$ cat src/rtl/wb_arbiter_if.sv
// Writeback arbiter bus: NCH producer handshakes in, one register-file write port out.
// The arbiter uses the slave modport; the driving environment uses master.
interface wb_arbiter_if #(
    parameter int XLEN = 32,
    parameter int NCH  = 3
);
    localparam int CHW = (NCH > 1) ? $clog2(NCH) : 1;

    logic [NCH-1:0]      in_valid;
    logic [NCH-1:0]      in_ready;
    logic [NCH*XLEN-1:0] in_data;
    logic [NCH*5-1:0]    in_adr;
    logic                out_valid;
    logic                out_ready;
    logic [XLEN-1:0]     out_data;
    logic [4:0]          out_adr;
    logic [CHW-1:0]      out_ch;
    logic [31:0]         pend;

    modport slave (
        input  in_valid, in_data, in_adr, out_ready,
        output in_ready, out_valid, out_data, out_adr, out_ch, pend
    );

    modport master (
        output in_valid, in_data, in_adr, out_ready,
        input  in_ready, out_valid, out_data, out_adr, out_ch, pend
    );
endinterface

$ cat src/rtl/wb_arbiter.sv
// Round-robin writeback arbiter: per-channel FIFOs drained onto one register-file write port.
// Latency: a packet accepted at edge t appears on out_* in cycle t+1; no comb input-to-output path.
// Backpressure: in_ready drops when a channel FIFO is full (no same-cycle pop credit); out holds while out_ready=0.
module wb_arbiter #(
    parameter int XLEN  = 32,
    parameter int NCH   = 3,
    parameter int DEPTH = 2
) (
    input  logic        clk,
    input  logic        rst,
    wb_arbiter_if.slave bus
);
    localparam int CHW = (NCH > 1) ? $clog2(NCH) : 1;
    localparam int PW  = (DEPTH > 1) ? $clog2(DEPTH) : 1;
    localparam int CW  = $clog2(DEPTH + 1);

    typedef struct packed {
        logic [XLEN-1:0] data;
        logic [4:0]      adr;
    } entry_t;

    entry_t         mem    [NCH][DEPTH];
    logic [PW-1:0]  wr_ptr [NCH];
    logic [PW-1:0]  rd_ptr [NCH];
    logic [CW-1:0]  count  [NCH];
    logic [CHW-1:0] prio;
    logic [CHW-1:0] grant;
    logic           found;
    logic [NCH-1:0] nonempty;
    logic [NCH-1:0] ready;
    logic [NCH-1:0] push;
    logic [NCH-1:0] pop;
    logic           out_vld;
    logic           pop_fire;
    logic [31:0]    pend_mask;
    entry_t         head;

    function automatic logic [PW-1:0] ptr_inc(input logic [PW-1:0] p);
        return (int'(p) == DEPTH - 1) ? '0 : p + 1'b1;
    endfunction

    // x0 writes complete the handshake but never enter the FIFO
    always_comb begin
        for (int c = 0; c < NCH; c++) begin
            nonempty[c] = (count[c] != '0);
            ready[c]    = (count[c] != CW'(DEPTH));
            push[c]     = bus.in_valid[c] && ready[c] && (bus.in_adr[c*5 +: 5] != 5'd0);
        end
    end

    always_comb begin
        int idx;
        idx   = 0;
        grant = '0;
        found = 1'b0;
        for (int i = 0; i < NCH; i++) begin
            idx = int'(prio) + i;
            if (idx >= NCH) idx = idx - NCH;
            if (!found && nonempty[idx]) begin
                grant = CHW'(idx);
                found = 1'b1;
            end
        end
    end

    assign out_vld  = |nonempty;
    assign pop_fire = out_vld && bus.out_ready;

    always_comb begin
        for (int c = 0; c < NCH; c++) begin
            pop[c] = pop_fire && (grant == CHW'(c));
        end
    end

    // An entry is live when its distance from the read pointer is below the occupancy
    always_comb begin
        int off;
        off       = 0;
        pend_mask = '0;
        for (int c = 0; c < NCH; c++) begin
            for (int d = 0; d < DEPTH; d++) begin
                off = d - int'(rd_ptr[c]);
                if (off < 0) off = off + DEPTH;
                if (off < int'(count[c])) pend_mask[mem[c][d].adr] = 1'b1;
            end
        end
        pend_mask[0] = 1'b0;
    end

    assign head          = mem[grant][rd_ptr[grant]];
    assign bus.in_ready  = ready;
    assign bus.out_valid = out_vld;
    assign bus.out_data  = head.data;
    assign bus.out_adr   = head.adr;
    assign bus.out_ch    = grant;
    assign bus.pend      = pend_mask;

    always_ff @(posedge clk) begin
        if (rst) begin
            prio <= '0;
            for (int c = 0; c < NCH; c++) begin
                wr_ptr[c] <= '0;
                rd_ptr[c] <= '0;
                count[c]  <= '0;
            end
        end else begin
            for (int c = 0; c < NCH; c++) begin
                if (push[c]) wr_ptr[c] <= ptr_inc(wr_ptr[c]);
                if (pop[c])  rd_ptr[c] <= ptr_inc(rd_ptr[c]);
                count[c] <= count[c] + CW'(push[c]) - CW'(pop[c]);
            end
            if (pop_fire) prio <= (int'(grant) == NCH - 1) ? '0 : grant + 1'b1;
        end
    end

    always_ff @(posedge clk) begin
        for (int c = 0; c < NCH; c++) begin
            if (push[c]) mem[c][wr_ptr[c]] <= {bus.in_data[c*XLEN +: XLEN], bus.in_adr[c*5 +: 5]};
        end
    end
endmodule
$ cat src/flat_wrapper.sv
// flat-port wrapper written by rule: the top's interface ports become plain ports
module wb_arbiter_flat 
#(
    parameter int XLEN  = 32,
    parameter int NCH   = 3,
    parameter int DEPTH = 2
)
  (clk, rst, bus_in_valid, bus_in_data, bus_in_adr, bus_out_ready, bus_in_ready, bus_out_valid, bus_out_data, bus_out_adr, bus_out_ch, bus_pend);
  wb_arbiter_if #(.XLEN(XLEN), .NCH(NCH)) bus_i ();
  input  logic clk;
  input  logic rst;
  input wire logic [$bits(bus_i.in_valid)-1:0] bus_in_valid;
  input wire logic [$bits(bus_i.in_data)-1:0] bus_in_data;
  input wire logic [$bits(bus_i.in_adr)-1:0] bus_in_adr;
  input wire logic [$bits(bus_i.out_ready)-1:0] bus_out_ready;
  output wire logic [$bits(bus_i.in_ready)-1:0] bus_in_ready;
  output wire logic [$bits(bus_i.out_valid)-1:0] bus_out_valid;
  output wire logic [$bits(bus_i.out_data)-1:0] bus_out_data;
  output wire logic [$bits(bus_i.out_adr)-1:0] bus_out_adr;
  output wire logic [$bits(bus_i.out_ch)-1:0] bus_out_ch;
  output wire logic [$bits(bus_i.pend)-1:0] bus_pend;
  assign bus_i.in_valid = bus_in_valid;
  assign bus_i.in_data = bus_in_data;
  assign bus_i.in_adr = bus_in_adr;
  assign bus_i.out_ready = bus_out_ready;
  assign bus_in_ready = bus_i.in_ready;
  assign bus_out_valid = bus_i.out_valid;
  assign bus_out_data = bus_i.out_data;
  assign bus_out_adr = bus_i.out_adr;
  assign bus_out_ch = bus_i.out_ch;
  assign bus_pend = bus_i.pend;
  wb_arbiter #(.XLEN(XLEN), .NCH(NCH), .DEPTH(DEPTH)) u_core (.clk(clk), .rst(rst), .bus(bus_i));
endmodule
$ cat config.mk
export PLATFORM = sky130hd
export DESIGN_NAME = wb_arbiter_flat
export DESIGN_NICKNAME = d
export VERILOG_FILES = /design/src/rtl/wb_arbiter_if.sv /design/src/rtl/wb_arbiter.sv /design/src/flat_wrapper.sv
export SDC_FILE = /design/constraint.sdc
export NUM_CORES = 1
export LEC_CHECK = 0
export BUFFER_PORTS_ARGS = -buffer_cell sky130_fd_sc_hd__buf_4
export CAP_MARGIN = 0
export CORE_UTILIZATION = 60
export DETAILED_ROUTE_END_ITERATION = 8
export HOLD_SLACK_MARGIN = 0.15
export PLACE_DENSITY = 0.85
export RECOVER_POWER = 25
export SYNTH_ARGS = -nofsm -noshare
export SYNTH_HDL_FRONTEND = slang
export SYNTH_SLANG_ARGS = --single-unit
export TNS_END_PERCENT = 1
$ cat constraint.sdc
create_clock -name clk -period 9.6 [get_ports clk]
set_clock_uncertainty 0.15 [all_clocks]
set_input_delay 1.92 -clock clk [delete_from_list [all_inputs] [get_ports clk]]
set_output_delay 1.92 -clock clk [all_outputs]
set_load 0.02 [all_outputs]
==> flow_metrics.py <==
metrics = {
    "routing": {
        "vias": 8586,
        "routedWlPerCell_um": 26.33,
        "drt_iter0_markers": 1148,
        "via_per_inst": 7.067,
        "first_pass_iters": 9,
        "drc": 1,
        "wl_mm": 32.00,
        "drtAntennaViolNets": 0,
    },
    "synthesis": {
        "ys.flop_type": "edfxtp_1",
        "ys_types": 49,
        "syn_area_per_cell_um2": 13.06,
        "syn_nets": 944,
        "synth_edf_count": 228,
        "synthCells": 819,
        "async_reset_ff_share_pct": 0,
        "synth_area_um2": 10690,
        "ys_ff_latch": 236,
        "ys_warn_count": 0,
        "synth-seq-area-share_pct": 65.52,
    },
    "finish": {
        "stdcell_count": 1215,
        "drive_gt1_share_pct": 24.24,
        "syn2layout_area_growth_pct": 21.15,
        "fin_area_um2": 12960,
        "n_antenna_cell": 0,
        "finalNetCount": 1098,
        "utilization_pct": 74.65,
    },
    "clocking": {
        "cts_setup_buffers": 0,
        "cts-root-buf": "clkbuf_16",
        "clkSinkCount": 236,
        "cts_buffers": 24,
        "post_cts_resized": 0,
        "clkTransAtPathRegs_ns": 0.06,
        "cts_htree_levels": 1,
        "cts_buffer_depth": 3,
        "cts_tree": "done",
        "cts-hold-fix-buffers": 0,
        "worstSkewPairLatency_ns": 0.53,
    },
    "worst_hold_path": {
        "hold_depth": 2,
        "min_from": "u_core.prio[0]",
        "hold_class": "register to register",
        "hold_end": "u_core.prio[0]",
    },
    "pwr": {
        "comb_power_share_pct": 49.7,
        "ir_drop_mv": 0.2916,
        "clock_power_share_pct": 19.8,
        "leakage_nw": 4.532,
        "p_int_mw": 2.669,
        "pwr-share-seq_pct": 30.5,
        "switching_share_pct": 42.32,
        "power.net_switching_mw": 1.959,
        "p_per_area_nw_per_um2": 357.2,
    },
    "global_route": {
        "grt_max_degree": 54,
        "grtUsageMet3_pct": 8.829,
        "grt_overflow": 0,
        "grt_busiest_layer": "met2",
        "first_global_vias": 8696,
        "gr-usage-all-layers_pct": 35.28,
        "grt_util_met1_pct": 45.19,
        "grt.met2_usage_pct": 56.81,
        "grt_pass1_wl_mm": 48.24,
        "antenna_found_initial": 1,
    },
    "timing": {
        "maxSlewHeadroom_pct": 21.64,
        "worst_slack_ns": 3.216,
        "timing.final.hold_violations": 0,
        "min_period_ns": 6.384,
        "final_max_slew_viol_count": 0,
        "rsz0062_at_grt": "no",
        "setup_violations": 0,
        "fin_setup_tns_ns": 0,
        "tightest_slew_ns": 1.170,
        "fin_crit_sh_pct": 66.50,
        "fmax_mhz": 156.6,
    },
    "die": {
        "die_h_um": 135.5,
        "initial_core_util_pct": 61.61,
        "boundaryPins": 192,
        "core_um2": 17360,
        "die_area_um2": 18360,
        "die_w_um": 135.5,
        "rows": 48,
    },
    "placed_design": {
        "dp_slack_ns": 3.872,
        "dp_hpwl_mm": 20.02,
        "placed_area_um2": 12280,
        "io_buffer_count": 190,
        "gp_congestion": 1.143,
        "place_inst": 1172,
    },
    "critical_path": {
        "critPathLaunchType": "register",
        "rr_endpoint": "u_core.count[0][3]",
        "arrival_ns": 4.31,
        "worstPathRequired_ns": 7.53,
        "reg2reg_slack_ns": 5.24,
        "reg2regPathDepth": 13,
        "worstSetupStartpoint": "u_core.prio[0]",
        "worst-path-max-fanout": 42,
        "worstSetupEndpointType": "primary output",
        "regToRegStartpoint": "u_core.prio[0]",
        "path_class": "register to primary output",
    },
    "outcome": {
        "status": "finished with violations",
        "violations": "DRC",
    },
    "job": {
        "cap_violations": 0,
    },
}
[worst max path at each step]
stage                        to  cells past startpoint
2_1_floorplan  bus_out_data[22]                      8
3_3_place_gp   bus_out_data[11]                     11
3_5_place_dp   bus_out_data[21]                      9
4_1_cts        bus_out_data[21]                      9
5_1_grt        bus_out_data[11]                     11
6_report       bus_out_data[21]                      9
[power groups by stage]
stage               Clock, mW  Sequential [mW]  Combinational (mW)
floorplan                   0             1.37                1.44
finish                  0.918             1.41                2.30
global route            0.957             1.42                2.43
detailed placement          0             1.42                2.26
CTS                     0.922             1.40                2.28
global placement            0             1.42                2.21
[layout make-up]
cell class	count	area (um^2)
sequential	236	7007
fill	1112	4400
multi-input combinational	484	3376
timing repair buffer	204	1426
clock buffer	33	654.4
tap	225	281.5
clock inverter	10	125.1
inverter	23	86.33
[layout by cell type (no fill, tap or decap), types with 9 or more instances in the layout]
cell	netlist	layout
clkbuf_4	0	42
nor2b_1	9	9
or3_1	23	23
nor2_1	45	39
buf_4	1	134
a31oi_1	38	38
nand2_1	52	52
o22ai_1	66	66
or3b_2	13	13
clkbuf_1	45	34
a221oi_1	37	37
a22oi_1	37	37
edfxtp_1	228	228
o221ai_1	13	13
clkbuf_16	0	24
inv_1	23	23
a32o_1	37	37
nand3b_1	21	21
or4_1	9	9
[metrics by stage]
| stage | hold slack [ns] | total power [mW] |
|---|---|---|
| CTS | 0.4093 | 4.608 |
| global placement | 0.3661 | 3.624 |
| finish | 0.4062 | 4.628 |
| detailed placement | 0.3985 | 3.677 |
| floorplan | 0.3410 | 2.808 |
| global route | 0.4356 | 4.812 |
[cell families (layout without fill, tap and decap cells)]
| kind of cell | count (synthesis) | in the layout | synth area share, % |
|---|---|---|---|
| buf+inv | 99 | 270 | 3.791 |
| xor+xnor | 5 | 5 | 0.4096 |
| flops | 236 | 236 | 65.52 |
| fa+ha+maj | 8 | 8 | 0.9360 |
| other cells | 1 | 1 | 0.03507 |
| mux | 2 | 2 | 0.1872 |
| compound gates | 255 | 255 | 18.36 |
| simple gates | 213 | 213 | 10.76 |
[sequential cells by signal, summed over array words and instances, names as in the netlist]
| name | count |
|---|---|
| u_core.mem | 222 |
| u_core.count | 6 |
| u_core.rd_ptr | 3 |
| u_core.wr_ptr | 3 |
| u_core.prio | 2 |
[Yosys cell counts (2+ instances only)]
cell type,instances,area share [%]
edfxtp_1,228,64
o22ai_1,66,3.9
nand2_1,52,1.8
clkbuf_1,45,1.6
nor2_1,45,1.6
a31oi_1,38,2.2
a221oi_1,37,3.0
a22oi_1,37,2.6
a32o_1,37,3.5
buf_2,24,1.1
inv_1,23,0.81
or3_1,23,1.3
nand3b_1,21,1.5
o221ai_1,13,1.1
or3b_2,13,1.1
nor2b_1,9,0.53
or4_1,9,0.63
dfxtp_1,8,1.5
ha_1,8,0.94
nand3_1,8,0.37
nor3_1,8,0.37
o211ai_1,8,0.56
and2_1,6,0.35
buf_1,6,0.21
a21oi_1,5,0.23
nor3b_1,5,0.35
nor4_1,4,0.23
and3_1,3,0.18
nand2b_1,3,0.18
xor2_1,3,0.25
a211o_1,2,0.16
mux2i_1,2,0.19
o22a_1,2,0.16
or2_2,2,0.12
xnor2_1,2,0.16
[layer usage]
layer / routed length (um) / vias up
met5: 11 / -
met4: 1400 / 2
met1: 11750 / 4079
li1: - / 3657
met3: 3791 / 138
met2: 15040 / 710
[worst max-delay path, stage by stage (launching register included)]
cell and delay, ns:
dfxtp_1 0.36, inv_1 0.06, ha_1 0.33, a211o_1 0.30, a21oi_4 0.58, buf_4 0.40
and2_2 0.89, a22oi_1 0.29, a31oi_1 0.34, buf_4 0.20
Note: power is estimated with default switching activity, not from simulation.
